`config.mk`:
```
export PLATFORM = sky130hd
export DESIGN_NAME = fetch_unit_rv
export DESIGN_NICKNAME = d
export VERILOG_FILES = /design/src/rtl/fetch_unit_rv.sv
export SDC_FILE = /design/constraint.sdc
export NUM_CORES = 1
export LEC_CHECK = 0
export CAP_MARGIN = 10
export CELL_PAD_IN_SITES_DETAIL_PLACEMENT = 0
export CELL_PAD_IN_SITES_GLOBAL_PLACEMENT = 2
export CORE_MARGIN = 2
export CORE_UTILIZATION = 32
export CTS_CLUSTER_DIAMETER = 60
export DETAILED_ROUTE_END_ITERATION = 12
export GPL_TIMING_DRIVEN = 0
export PLACE_DENSITY_LB_ADDON = 0.1
export RECOVER_POWER = 50
export SLEW_MARGIN = 10
export SYNTH_ARGS = -nofsm -noshare
export SYNTH_HDL_FRONTEND = slang
export SYNTH_SLANG_ARGS = --single-unit
```
`constraint.sdc`:
```
create_clock -name clock -period 16.8 [get_ports clock]
set_input_delay 2.52 -clock clock [delete_from_list [all_inputs] [get_ports clock]]
set_output_delay 2.52 -clock clock [all_outputs]
set_load 0.005 [all_outputs]
```
`src/rtl/fetch_unit_rv.sv`:
```
// Multicycle instruction-fetch unit: owns the PC, fetches from a variable-latency
// instruction memory into an instruction register, and hands it off via valid/ready.
module fetch_unit_rv #(
  parameter int unsigned     XLEN     = 64,
  parameter int unsigned     ILEN     = 32,
  parameter int unsigned     ADDR_W   = 32,
  parameter logic [XLEN-1:0] RESET_PC = '0,
  parameter int unsigned     PC_STEP  = 4,
  parameter int unsigned     TIMEOUT  = 16
) (
  input  logic              clock,
  input  logic              reset,
  output logic              imem_req,
  output logic [ADDR_W-1:0] imem_addr,
  input  logic [ILEN-1:0]   imem_rdata,
  input  logic              imem_ready,
  output logic              instr_valid,
  input  logic              instr_ready,
  output logic [ILEN-1:0]   instr,
  output logic [XLEN-1:0]   instr_pc,
  input  logic              redirect_valid,
  input  logic [XLEN-1:0]   redirect_pc,
  output logic              fetch_fault,
  output logic [1:0]        fault_cause,
  output logic [XLEN-1:0]   fault_pc,
  output logic [XLEN-1:0]   fetch_count
);

  localparam logic [1:0] S_REQ   = 2'd0;
  localparam logic [1:0] S_HOLD  = 2'd1;
  localparam logic [1:0] S_FAULT = 2'd2;

  localparam logic [1:0] CAUSE_MISALIGN = 2'b01;
  localparam logic [1:0] CAUSE_TIMEOUT  = 2'b10;

  localparam int unsigned       WAIT_W    = (TIMEOUT > 1) ? $clog2(TIMEOUT) : 1;
  localparam logic [WAIT_W-1:0] WAIT_LAST = WAIT_W'(TIMEOUT - 1);
  localparam logic [XLEN-1:0]   STEP      = XLEN'(PC_STEP);

  logic [1:0]        state;
  logic [XLEN-1:0]   pc;
  logic [WAIT_W-1:0] wait_cnt;
  logic              redirect_aligned;
  logic              timeout_hit;

  assign redirect_aligned = (redirect_pc[1:0] == 2'b00);
  assign timeout_hit      = (TIMEOUT != 0) && (wait_cnt == WAIT_LAST);

  assign imem_req    = (state == S_REQ);
  assign imem_addr   = pc[ADDR_W-1:0];
  assign instr_valid = (state == S_HOLD);
  assign fetch_fault = (state == S_FAULT);

  always_ff @(posedge clock or posedge reset) begin
    if (reset) begin
      state       <= S_REQ;
      pc          <= RESET_PC;
      wait_cnt    <= '0;
      instr       <= '0;
      instr_pc    <= '0;
      fault_cause <= '0;
      fault_pc    <= '0;
      fetch_count <= '0;
    end else if (redirect_valid) begin
      // Redirect wins in every state; fault regs are already clear outside FAULT,
      // so an aligned redirect clears them unconditionally.
      wait_cnt <= '0;
      if (redirect_aligned) begin
        pc          <= redirect_pc;
        state       <= S_REQ;
        fault_cause <= '0;
        fault_pc    <= '0;
      end else begin
        state       <= S_FAULT;
        fault_cause <= CAUSE_MISALIGN;
        fault_pc    <= redirect_pc;
      end
    end else begin
      case (state)
        S_REQ: begin
          if (imem_ready) begin
            instr    <= imem_rdata;
            instr_pc <= pc;
            pc       <= pc + STEP;
            wait_cnt <= '0;
            state    <= S_HOLD;
          end else if (timeout_hit) begin
            wait_cnt    <= '0;
            state       <= S_FAULT;
            fault_cause <= CAUSE_TIMEOUT;
            fault_pc    <= pc;
          end else begin
            wait_cnt <= wait_cnt + 1'b1;
          end
        end
        S_HOLD: begin
          if (instr_ready) begin
            fetch_count <= fetch_count + 1'b1;
            state       <= S_REQ;
          end
        end
        S_FAULT: ;
        default: state <= S_REQ;
      endcase
    end
  end

endmodule

```
# Word-level counts from Yosys, hierarchy flattened
# Cells that the tools add are included.
# word_totals
inputBits	101
reg_bits	296
output_inout_bits	261
wordCells	53
# op_classes
n_bitwise	1
mux	23
addsub	3
eq_ne	8
reduce_logical	10
# ops
operator	n
64-bit two-way mux	9
64-bit by 1-bit adder with 64-bit output (second input constant)	1
64-bit by 3-bit adder with 64-bit output (second input constant)	1
2-bit two-way mux	8
4-bit two-way mux	4
3-bit AND reduction	5
2-bit case mux with 3 select lines	1
2-bit nonzero test	3
4-bit by 1-bit adder with 4-bit output (second input constant)	1
4-bit equality test (second input constant)	1
2-bit logical NOT	2
2-bit by 1-bit != test with 1-bit output (second input constant)	2
4-bit by 1-bit != test with 1-bit output (second input constant)	1
3-bit by 1-bit != test with 1-bit output (second input constant)	1
2-bit by 1-bit equality test with 1-bit output (second input constant)	1
2-bit equality test (second input constant)	1
2-bit != test (second input constant)	1
1-bit two-way mux	1
1-bit NOT	1

# Logic depth before layout (Yosys ltp)
# logic_depth
ltp_word	5
mapped_depth	8
ltp_nobuf	6

# Least setup slack after synthesis
# OpenSTA, ideal clock, no wires.
# synth_path
kind	in2reg
startpoint	in imem_ready
endpoint	reg pc[49]
arrival_ns	3.894
cell_stages	6
t_required_ns	16.674
setup_slack_ns	12.780
path_buffers	2
setup_time_ns	0.126
path_cell_list	buf_2 > nor4b_4 > buf_2 > nand2_1 > or4_1 > o311a_1
# synth_between
elab_chain_len	2
# synth_rtl
item	line_no	rtl
start: declaration	16	input logic imem_ready,
2-bit nonzero test (no source line)	n/a	
3-bit AND reduction (no source line)	n/a	
end signal: assignment	69	pc <= redirect_pc;
end signal: assignment	84	pc <= pc + STEP;
end: declaration	41	logic [XLEN-1:0] pc;
# No other way between the ends.
# A chain may end at the register's enable or synchronous reset.

==> out/qor_table.md <==
| Stage | Parameter | Reported |
| --- | --- | --- |
| status | Status | finished, violations left |
| status | Violated checks | design-rule violations, max-capacitance violations, max-slew violations |
| sta | Total negative slack for setup checks | 0 ns |
| clocking | Cts-stage hold buffer count | 0 |
| sta | Highest achievable clock rate | 180 MHz |
| global routing | Antenna violations before repair | 4 |
| final layout | Most frequent standard cell in the layout excluding fill and tap cells | nand2_1 |
| power and ir drop | Switching share of power | 30.4% |
| critical path | Worst reg2reg startpoint | state[1] |
| job | Number of maximum-capacitance constraint violations | 1 |
| synth | Dominant combinational cell family by area after synthesis | simple AND/OR/NAND/NOR gates |
| floorplan | Die area | 0.0461 mm² |
| final layout | Area of all placed cells without fillers | 0.0200 mm² |
| detailed routing | Post-detailed-route count of antenna-violating nets | 0 |
| placement | Placement Cell Area | 0.0186 mm² |
| synth | Compound-gate portion of the synthesized area | 11.6% |
| clocking | Clock insertion delay at the later pin of the skew report | 0.56 ns |
| placement | Post-place setup slack | 11.23 ns |
| floorplan | Core outline area | 0.0440 mm² |
| critical path | Number of stages on the worst setup path | 2 |
| floorplan | Y dimension of the die | 215 µm |
| power and ir drop | Power share of the sequential group | 39.6% |
| global routing | Maximum number of pins on one net before global-route repair | 110 |
| sta | Final count of pins violating max slew | 82 |
| clocking | Post-CTS Setup Bufs | 0 |
| synth | Xor and xnor area share after synthesis | 4.13% |
| critical path | Required time at the endpoint of the critical path | 16.73 ns |
| clocking | Clock root buffer | clkbuf_16 |
| power and ir drop | Power share of the combinational group | 26.2% |
| final layout | Most frequent cells in the layout | nand2_1 (352), dfrtp_1 (296), clkdlybuf4s50_1 (248), dlygate4sd3_1 (112), inv_1 (79) |
| critical path | Minimum setup slack among reg-to-reg paths | 13.90 ns |
| final layout | Synth-to-layout area growth | 40.4% |
| synth | Post-Synth Simple-Gate Area | 23.4% |
| detailed routing | Initial DRC count | 1302 |
| sta | Transition time at the pin with the least slew margin | 4.17 ns |
| critical path | Reg-to-reg endpoint | fault_pc[3] |
| clocking | Clock slew at the register clock pins of the worst setup and hold paths | 0.05 ns |
| global routing | Met1 track demand over resource | 31.2% |
| global routing | Wire length of the first global-routing pass | 82700 µm |
| final layout | Layout net count | 1996 |
| global routing | GRT Resource Usage Total | 23.5% |
| power and ir drop | Internal Dissipation | 1.74 mW |
| synth | Synth warn | 0 |
| power and ir drop | Cell Pwr Density | 126 mW/mm² |
| detailed routing | Vias post-DR | 12900 |
| sta | Final clock skew | 0.0156 ns |
| critical path | Stage delay of the slowest cell on the critical path | 2.32 ns |
| clocking | Post-cts gate resize count | 0 |
| synth | Portion of the post-synthesis area used by sequential elements | 52.1% |
| hold path | Beginning of the worst hold path | instr[4] |
| synth | Post-synthesis share of cell area spent on full adders, half adders and majority gates | 0.264% |
| placement | Final estimated routing congestion in global placement | 0.821 |
| synth | Synthesized area per cell | 9.55 µm² |
| synth | Synthesized instance count | 1488 |
| detailed routing | First-pass detailed-route iteration total | 13 |
| power and ir drop | Clock network power share | 34.2% |
| critical path | Worst path cell trace | dlygate4sd3_1 > clkinvlp_2 |
| hold path | Worst min path class | reg2reg |
| sta | Setup repair after global routing missed its margin | false |
| global routing | Grt peak-use layer | met2 |
| detailed routing | Number of vias per cell after detailed routing | 5.13 |
| synth | Synthesized net count | 1592 |
| synth | Fraction of registers with async set/reset | 100% |
| synth | Commonest register cell after synthesis | dfrtp_1 |
| synth | Multiplexer share of the synthesized area | 1.80% |
| synth | Number of distinct library cell variants in the gate-level netlist after synthesis | 76 |
| hold path | Min-Delay Path Depth | 2 |
| clocking | Number of buffers added by the clock tree synthesis step | 39 |
| sta | Number of setup violations in the final report | 0 |
| final layout | Fraction of final layout cells sized beyond drive strength 1 | 9.06% |
| power and ir drop | Max IR drop VDD | 0.0000688 V |
| clocking | Deepest clock path buffer count | 3 |
| global routing | Routing usage on met3 | 6.92% |
| floorplan | Effective utilization at floorplan | 32.3% |
| sta | Rel. slew slack | -179% |
| critical path | Cell type of the slowest stage on the worst timing path | clkinvlp_2 |
| sta | Worst Slack Setup Final | 11.24 ns |
| global routing | Overall overflow remaining after global route | 0 |
| critical path | FF-to-FF path depth | 8 |
| final layout | Final core utilization | 45.3% |
| detailed routing | Routed length per placed instance | 21.6 µm |
| critical path | Highest fanout seen on the critical path | 83 |
| power and ir drop | Switching power total | 763 µW |
| synth | Area of the mapped netlist | 0.0142 mm² |
| global routing | GR Util met2 | 37.7% |
| clocking | CTS tree | built |
| floorplan | Count of pins on the block boundary | 362 |
| detailed routing | Routed WL | 54400 µm |
| synth | Count of flip-flops with a built-in enable after synthesis | 0 |
| critical path | Worst Setup Path Type | in2async |
| floorplan | Die X-Extent | 215 µm |
| synth | Synthesis-stage register bit count | 296 |
| sta | Count of final hold-check violations | 0 |
| clocking | Number of levels the H-tree was split into | 2 |
| critical path | Count of buffer and inverter cells on the critical path | 2 |
| critical path | CP endpoint kind | async pin |
| placement | Count of port buffers added during placement | 360 |
| sta | Final critical-path required period | 5.56 ns |
| critical path | Critical Path Start Type | input pin |
| placement | Half-perimeter wire length after detailed placement | 39300 µm |
| floorplan | Count of standard-cell rows | 77 |
| sta | Fraction of the cycle the final worst path needs | 33.1% |
| detailed routing | DRC errors left | 1 |
| critical path | Data arrival at the endpoint of the critical path | 5.49 ns |
| global routing | Via count of the first global-routing pass | 12700 |
| hold path | Hold Crit Endpoint | instr[4] |
| critical path | Gate family responsible for the most delay along the worst path | buffers and inverters |
| clocking | Clock sink count | 296 |
| power and ir drop | LEAKAGE | 9.22 nW |
[tightest hold or removal path, delay by kind of cell, from the launching register on]
family / cells / cell delay [ns]
DFF: 1 / 0.33
and+or+nand+nor: 2 / 0.10
[logic make-up after synthesis]
group / after synthesis
AOI/OAI and AO/OA: 226
and+or+nand+nor: 668
DFF: 296
muxes: 25
xor gates and xnor gates: 67
adders and majority gates: 3
buffers and inverters: 203
[worst max-delay path by stage]
stage	slack, ns	start	to
final	11.24	reset	instr_pc[17]
after global routing	10.69	reset	pc[20]
after CTS	11.80	redirect_valid	pc[4]
after detailed placement	11.23	redirect_valid	pc[52]
after global placement	1.40	reset	instr_pc[21]
after floorplan	6.10	reset	fault_cause[0]
[sequential cells by signal (all words and copies together) (netlist names)]
register,count
fault_cause,2
fault_pc,64
fetch_count,64
instr,32
instr_pc,64
pc,64
state,2
wait_cnt,4
[stage by stage]
stage | cells | hold slack (ns) | power (mW)
CTS | 2513 | 0.474 | 2.58
finish | 2514 | 0.466 | 2.51
floorplan | 1488 | 0.465 | 1.26
detailed placement | 2443 | 0.462 | 1.71
global placement | 2440 | 0.458 | 1.70
global route | 2513 | 0.483 | 2.65
[power by group through the flow]
stage | Combinational (mW) | Clock, mW | Sequential, mW
CTS | 0.699 | 0.880 | 0.998
finish | 0.657 | 0.858 | 0.994
global route | 0.723 | 0.910 | 1.02
floorplan | 0.277 | 0 | 0.987
global placement | 0.689 | 0 | 1.01
detailed placement | 0.695 | 0 | 1.01
[layout make-up]
type,instances,area (µm²)
Inverter,81,305
Multi-Input combinational cell,989,5850
Clock buffer,61,1220
Fill cell,4346,24100
Tap cell,592,741
Timing Repair Buffer,363,3670
Buffer,122,649
Clock inverter,9,105
Antenna cell,1,2.50
Sequential cell,296,7410
[layer usage]
metal	vias to the layer above	wire length [µm]	share of wire, %
li1	6031	-	-
met1	6368	24000	44
met2	414	25200	46
met3	73	4170	7.7
met4	6	1040	1.9
met5	-	39	0.072
[synth_stat cells (23+ instances only)]
cell,instances,share of area (%)
and3_1,23,1.0
nor2_1,71,1.9
buf_4,38,2.0
xnor2_1,39,2.4
dfrtp_1,296,52
clkbuf_1,46,1.2
a21oi_1,37,1.3
xor2_1,28,1.7
o21ai_0,43,1.5
nand3_1,50,1.8
nor3_1,38,1.3
inv_1,80,2.1
buf_2,23,0.81
nand2_1,352,9.3
nand4_1,31,1.4
a222oi_1,62,4.4
Note: power is estimated with default switching activity, not from simulation.
==> patch 1 (same settings) <==
Set the parameter `ADDR_W` to 24 (it was 32).
--- a/src/rtl/fetch_unit_rv.sv
+++ b/src/rtl/fetch_unit_rv.sv
@@ -3,7 +3,7 @@
 module fetch_unit_rv #(
   parameter int unsigned     XLEN     = 64,
   parameter int unsigned     ILEN     = 32,
-  parameter int unsigned     ADDR_W   = 32,
+  parameter int unsigned     ADDR_W   = 24,
   parameter logic [XLEN-1:0] RESET_PC = '0,
   parameter int unsigned     PC_STEP  = 4,
   parameter int unsigned     TIMEOUT  = 16
Interface: changed (resized imem_addr); port bits go from 362 to 354. The function was not compared with the original's and may differ.
==> patch 1 against the original RTL <==
The run ends with max-capacitance violations, max-slew violations left. Final area decreased by 0.76%. Synthesized cell count shrank 0.54%. Die area decreased by 0.41%. Wire length shrank 1.2%. Highest routed layer unchanged. Utilization fell by 0.25 points. Sequential cell count stayed put. Sequential power decreased by 0.4%. Largest cell class unchanged. Fmax down 4.5%. Global-route usage decreased by 0.088 points. Combinational power down 0.9%. First-iteration DRC count decreased by 26%. Area after synthesis shrank 0.42%. Critical endpoint is now fault_pc[15]. Worst setup slack lost 0.26 ns. Power shrank 0.48%.
==> patch 1: results (changes against the original RTL) <==
Global route
  – Initial antenna violation count: 5 (+1)
  – Gr usage total: 23.4% (-0.088 points)
  – First-pass GRT wire length: 82800 um (+0.15%)
  – Largest net degree at the start of global routing: 107 (-2.7%)
  – Vias in the first global route: 13000 (+2.4%)

Detailed routing
  – Drt first pass iters: 9 (-4)
  – WL final: 53800 um (-1.2%)
  – 1st-iter DRT viols: 969 (-26%)
  – Vias/cell: 5.14 (+0.31%)

Synth
  – Seq/Total Area, Yosys: 52.3% (+0.22 points)
  – Net Count, Synth: 1584 (-0.50%)
  – Post-synth ARST share: 100% (unchanged)
  – Synth area leaders: dfrtp_1 (52%), nand2_1 (9.3%), a222oi_1 (4.4%)

Power and ir drop
  – Cell Int Power: 1.74 mW (-0.38%)
  – Peak supply drop: 0.0567 mV (-18%)
  – Leak: 9.13 nW (-0.99%)

Placement
  – DP Wirelength: 39000 um (-0.83%)
  – Post-DP Area: 18500 um^2 (-0.75%)
  – IO Port Bufs: 352 (-2.2%)

Outcome
  – Failing checks: max-capacitance violations, max-slew violations
  – Status: complete, but fails checks

STA
  – Final Max Tran Viols: 89 (+8.5%)
  – Setup Skew: 0.0164 ns (+0.000825 ns)
  – Slew margin rel.: -203% (-23 points)

Cells and area
  – Layout filler cell count: 4356 (+0.23%)
  – Nets: 1980 (-0.80%)
  – Share of post-route cells with drive strength above 1: 8.57% (-0.49 points)

Clocking
  – Clock Path Buffers: 3 (unchanged)

Setup path
  – CP top delay family: buffers and inverters
  – Largest stage delay on the critical path: 2.52 ns (+0.20 ns)
  – CP Max Fanout: 90 (+8.4%)

Run
  – Max-cap viol count: 1 (unchanged)
-- patch 1: logic make-up (layout without fill, tap and decap cells) --
group | Yosys count | count (layout) | share of synthesized area [%]
AO/OA/AOI/OAI | 226 | 226 | 11.7
XOR/XNOR | 67 | 67 | 4.15
adder cells (fa/ha/maj) | 3 | 3 | 0.265
buffers and inverters | 195 | 618 | 6.34
flip-flops | 296 | 296 | 52.3
multiplexers | 25 | 25 | 1.80
other | 0 | 3 | 0
AND/OR/NAND/NOR | 668 | 668 | 23.5
-- patch 1: area by class of cell --
type / count / area, um^2 / area share (%)
Antenna cell: 3 / 7.51 / 0.0379
Sequential cell: 296 / 7410 / 37.4
Clock inverter: 9 / 125 / 0.632
Tap cell: 592 / 741 / 3.74
Timing Repair Buffer: 355 / 3590 / 18.1
Inverter: 81 / 305 / 1.54
Buffer: 114 / 589 / 2.98
Multi-Input combinational cell: 989 / 5850 / 29.6
Clock buffer: 59 / 1180 / 5.98
-- patch 1: per-stage QoR --
| stage | hold slack, ns | util [%] | power (mW) | worst slack, ns | cells |
|---|---|---|---|---|---|
| after global placement | 0.458 | 41.9 | 1.68 | 1.25 | 2424 |
| after CTS | 0.475 | 45.1 | 2.56 | 11.71 | 2495 |
| after global routing | 0.482 | 45.1 | 2.64 | 10.33 | 2497 |
| after floorplan | 0.465 | - | 1.26 | 6.10 | 1480 |
| final | 0.465 | 45.1 | 2.50 | 10.97 | 2498 |
| after detailed placement | 0.458 | 42.1 | 1.69 | 11.12 | 2427 |
-- patch 1: final timing paths --
check                                     from              end  slack (ns)  depth (start not counted)
min in group asynchronous                reset  fetch_count[44]        3.81                          2
worst max-delay path                     reset     fault_pc[15]       10.97                          2
worst min-delay path              instr_pc[21]     instr_pc[21]        0.47                          2
worst min register to register    instr_pc[21]     instr_pc[21]        0.47                          2
max in group clock              redirect_valid            pc[4]       11.60                          7
worst max register to register        state[1]      fault_pc[3]       13.84                          8
-- patch 1: per-layer routing --
layer	vias up	GRT usage [%]	part of all wire [%]
li1	5997	-	-
met1	6324	31.5	44
met2	453	36.8	46
met3	72	5.96	7.4
met4	4	7.59	2.3
met5	-	0	0.050
-- patch 1: power groups by stage --
stage                     Clock [mW]  Combinational, mW  Sequential, mW
after detailed placement           0              0.688            1.01
final                          0.855              0.651           0.990
after global routing           0.905              0.716            1.01
after CTS                      0.879              0.691           0.994
after floorplan                    0              0.272           0.986
after global placement             0              0.680            1.00
==> patch 2 (same flow settings) <==
Without the edit above. Register the output `fetch_fault`; this adds one clock of latency there. The other outputs are not delayed to match.
--- a/src/rtl/fetch_unit_rv.sv
+++ b/src/rtl/fetch_unit_rv.sv
@@ -49,7 +49,9 @@
   assign imem_req    = (state == S_REQ);
   assign imem_addr   = pc[ADDR_W-1:0];
   assign instr_valid = (state == S_HOLD);
-  assign fetch_fault = (state == S_FAULT);
+  always_ff @(posedge clock) begin
+    fetch_fault <= (state == S_FAULT);
+  end
 
   always_ff @(posedge clock or posedge reset) begin
     if (reset) begin
Behaviour: not the same (a bounded check fails within 4 cycles, from zero or initial values and one cycle with reset high).
==> patch 2 against the original RTL <==
The flow finishes with violations (max-capacitance violations, max-slew violations). Wire length up 0.72%. Critical path depth did not move. Sequential share of layout area increased by 0.13 points. Final area about the same. Hold slack lost 0.0034 ns. Power decreased by 0.86%. Area after synthesis increased by 0.14%. Count of clock-buffer cells in the layout fell by 5. Worst setup slack gained 0.063 ns. Sequential cell count rose by 1. Largest cell class unchanged.
==> patch 2: results (changes against the original RTL) <==
Global route
  – Largest net degree at the start of global routing: 108 (-1.8%)
  – Initial antenna violation count: 7 (+3)
  – Met1 Usage GRT: 31.3% (+0.088 points)
  – Vias in the first global route: 12900 (+1.2%)
  – First-pass GRT wire length: 83700 um (+1.2%)
  – Met3 track utilization from global routing: 6.48% (-0.44 points)

STA
  – Setup Skew: 0.0284 ns (+0.0128 ns)
  – Final Max Tran Viols: 87 (+6.1%)

Placement
  – DP Wirelength: 39600 um (+0.79%)
  – Gpl congestion: 0.832 (+1.3%)
  – DP Cell Count: 2445 (+0.082%)
  – Pre-CTS setup slack: 11.06 ns (-0.171 ns)

Synth
  – Post-synth ARST share: 99.7% (-0.34 points)
  – Seq/Total Area, Yosys: 52.2% (+0.067 points)
  – Net Count, Synth: 1593 (+0.063%)
  – Synth area leaders: dfrtp_1 (52%), nand2_1 (9.3%), a222oi_1 (4.4%)
  – Yosys cell types: 77 (+1.3%)

Outcome
  – Status: complete, but fails checks
  – Failing checks: max-capacitance violations, max-slew violations

Cells and area
  – CLK BUF: 56 (-8.2%)
  – Fraction of area in multi-input gates: 29.4% (about the same)
  – Nets: 1999 (+0.15%)
  – Share of post-route cells with drive strength above 1: 9.25% (+0.19 points)
  – NonClk Buf Share: 21.7% (+0.092 points)
  – Layout filler cell count: 4331 (-0.35%)

Power and ir drop
  – Leak: 9.22 nW (about the same)
  – Peak supply drop: 0.0673 mV (-2.2%)
  – Register share of total power: 40.1% (+0.5 points)
  – Cell Int Power: 1.71 mW (-2.1%)

Setup path
  – Worst R2R Path Depth: 7 (-1)
  – WP data arrival: 5.46 ns (-0.03 ns)
  – CP Max Fanout: 88 (+6.0%)
  – Largest stage delay on the critical path: 2.26 ns (-0.06 ns)

Run
  – Max-cap viol count: 1 (unchanged)

Detailed routing
  – WL per Instance: 21.8 um (+0.52%)
  – Drt first pass iters: 6 (-7)
  – M1 WL: 23900 um (-0.53%)
  – WL met3: 3960 um (-5.1%)

Clocking
  – Clock sink count: 297 (+0.34%)
[patch 2: changes by cell type after synthesis, sizes merged]
cell and delta:
dfxtp +1
[patch 2: metrics by stage]
stage / area [um^2] / power (mW)
global route: 19900 / 2.63
finish: 19900 / 2.49
CTS: 19900 / 2.56
floorplan: 14200 / 1.27
detailed placement: 18700 / 1.71
global placement: 18600 / 1.70
[patch 2: cells by family after synthesis]
logic type	share of synthesized area [%]
AO/OA/AOI/OAI	11.6
XOR/XNOR	4.12
adder cells (fa/ha/maj)	0.264
buffers and inverters	6.73
flip-flops	52.2
multiplexers	1.79
AND/OR/NAND/NOR	23.3
[patch 2: path summary, 6_finish.rpt]
kind,from,endpoint,slack [ns]
min,instr[7],instr[7],0.46
max in group clock,redirect_valid,pc[4],11.55
max,reset,pc[7],11.30
min reg2reg,instr[7],instr[7],0.46
min in group asynchronous,reset,fetch_count[40],3.61
max reg2reg,state[1],instr_pc[50],13.93
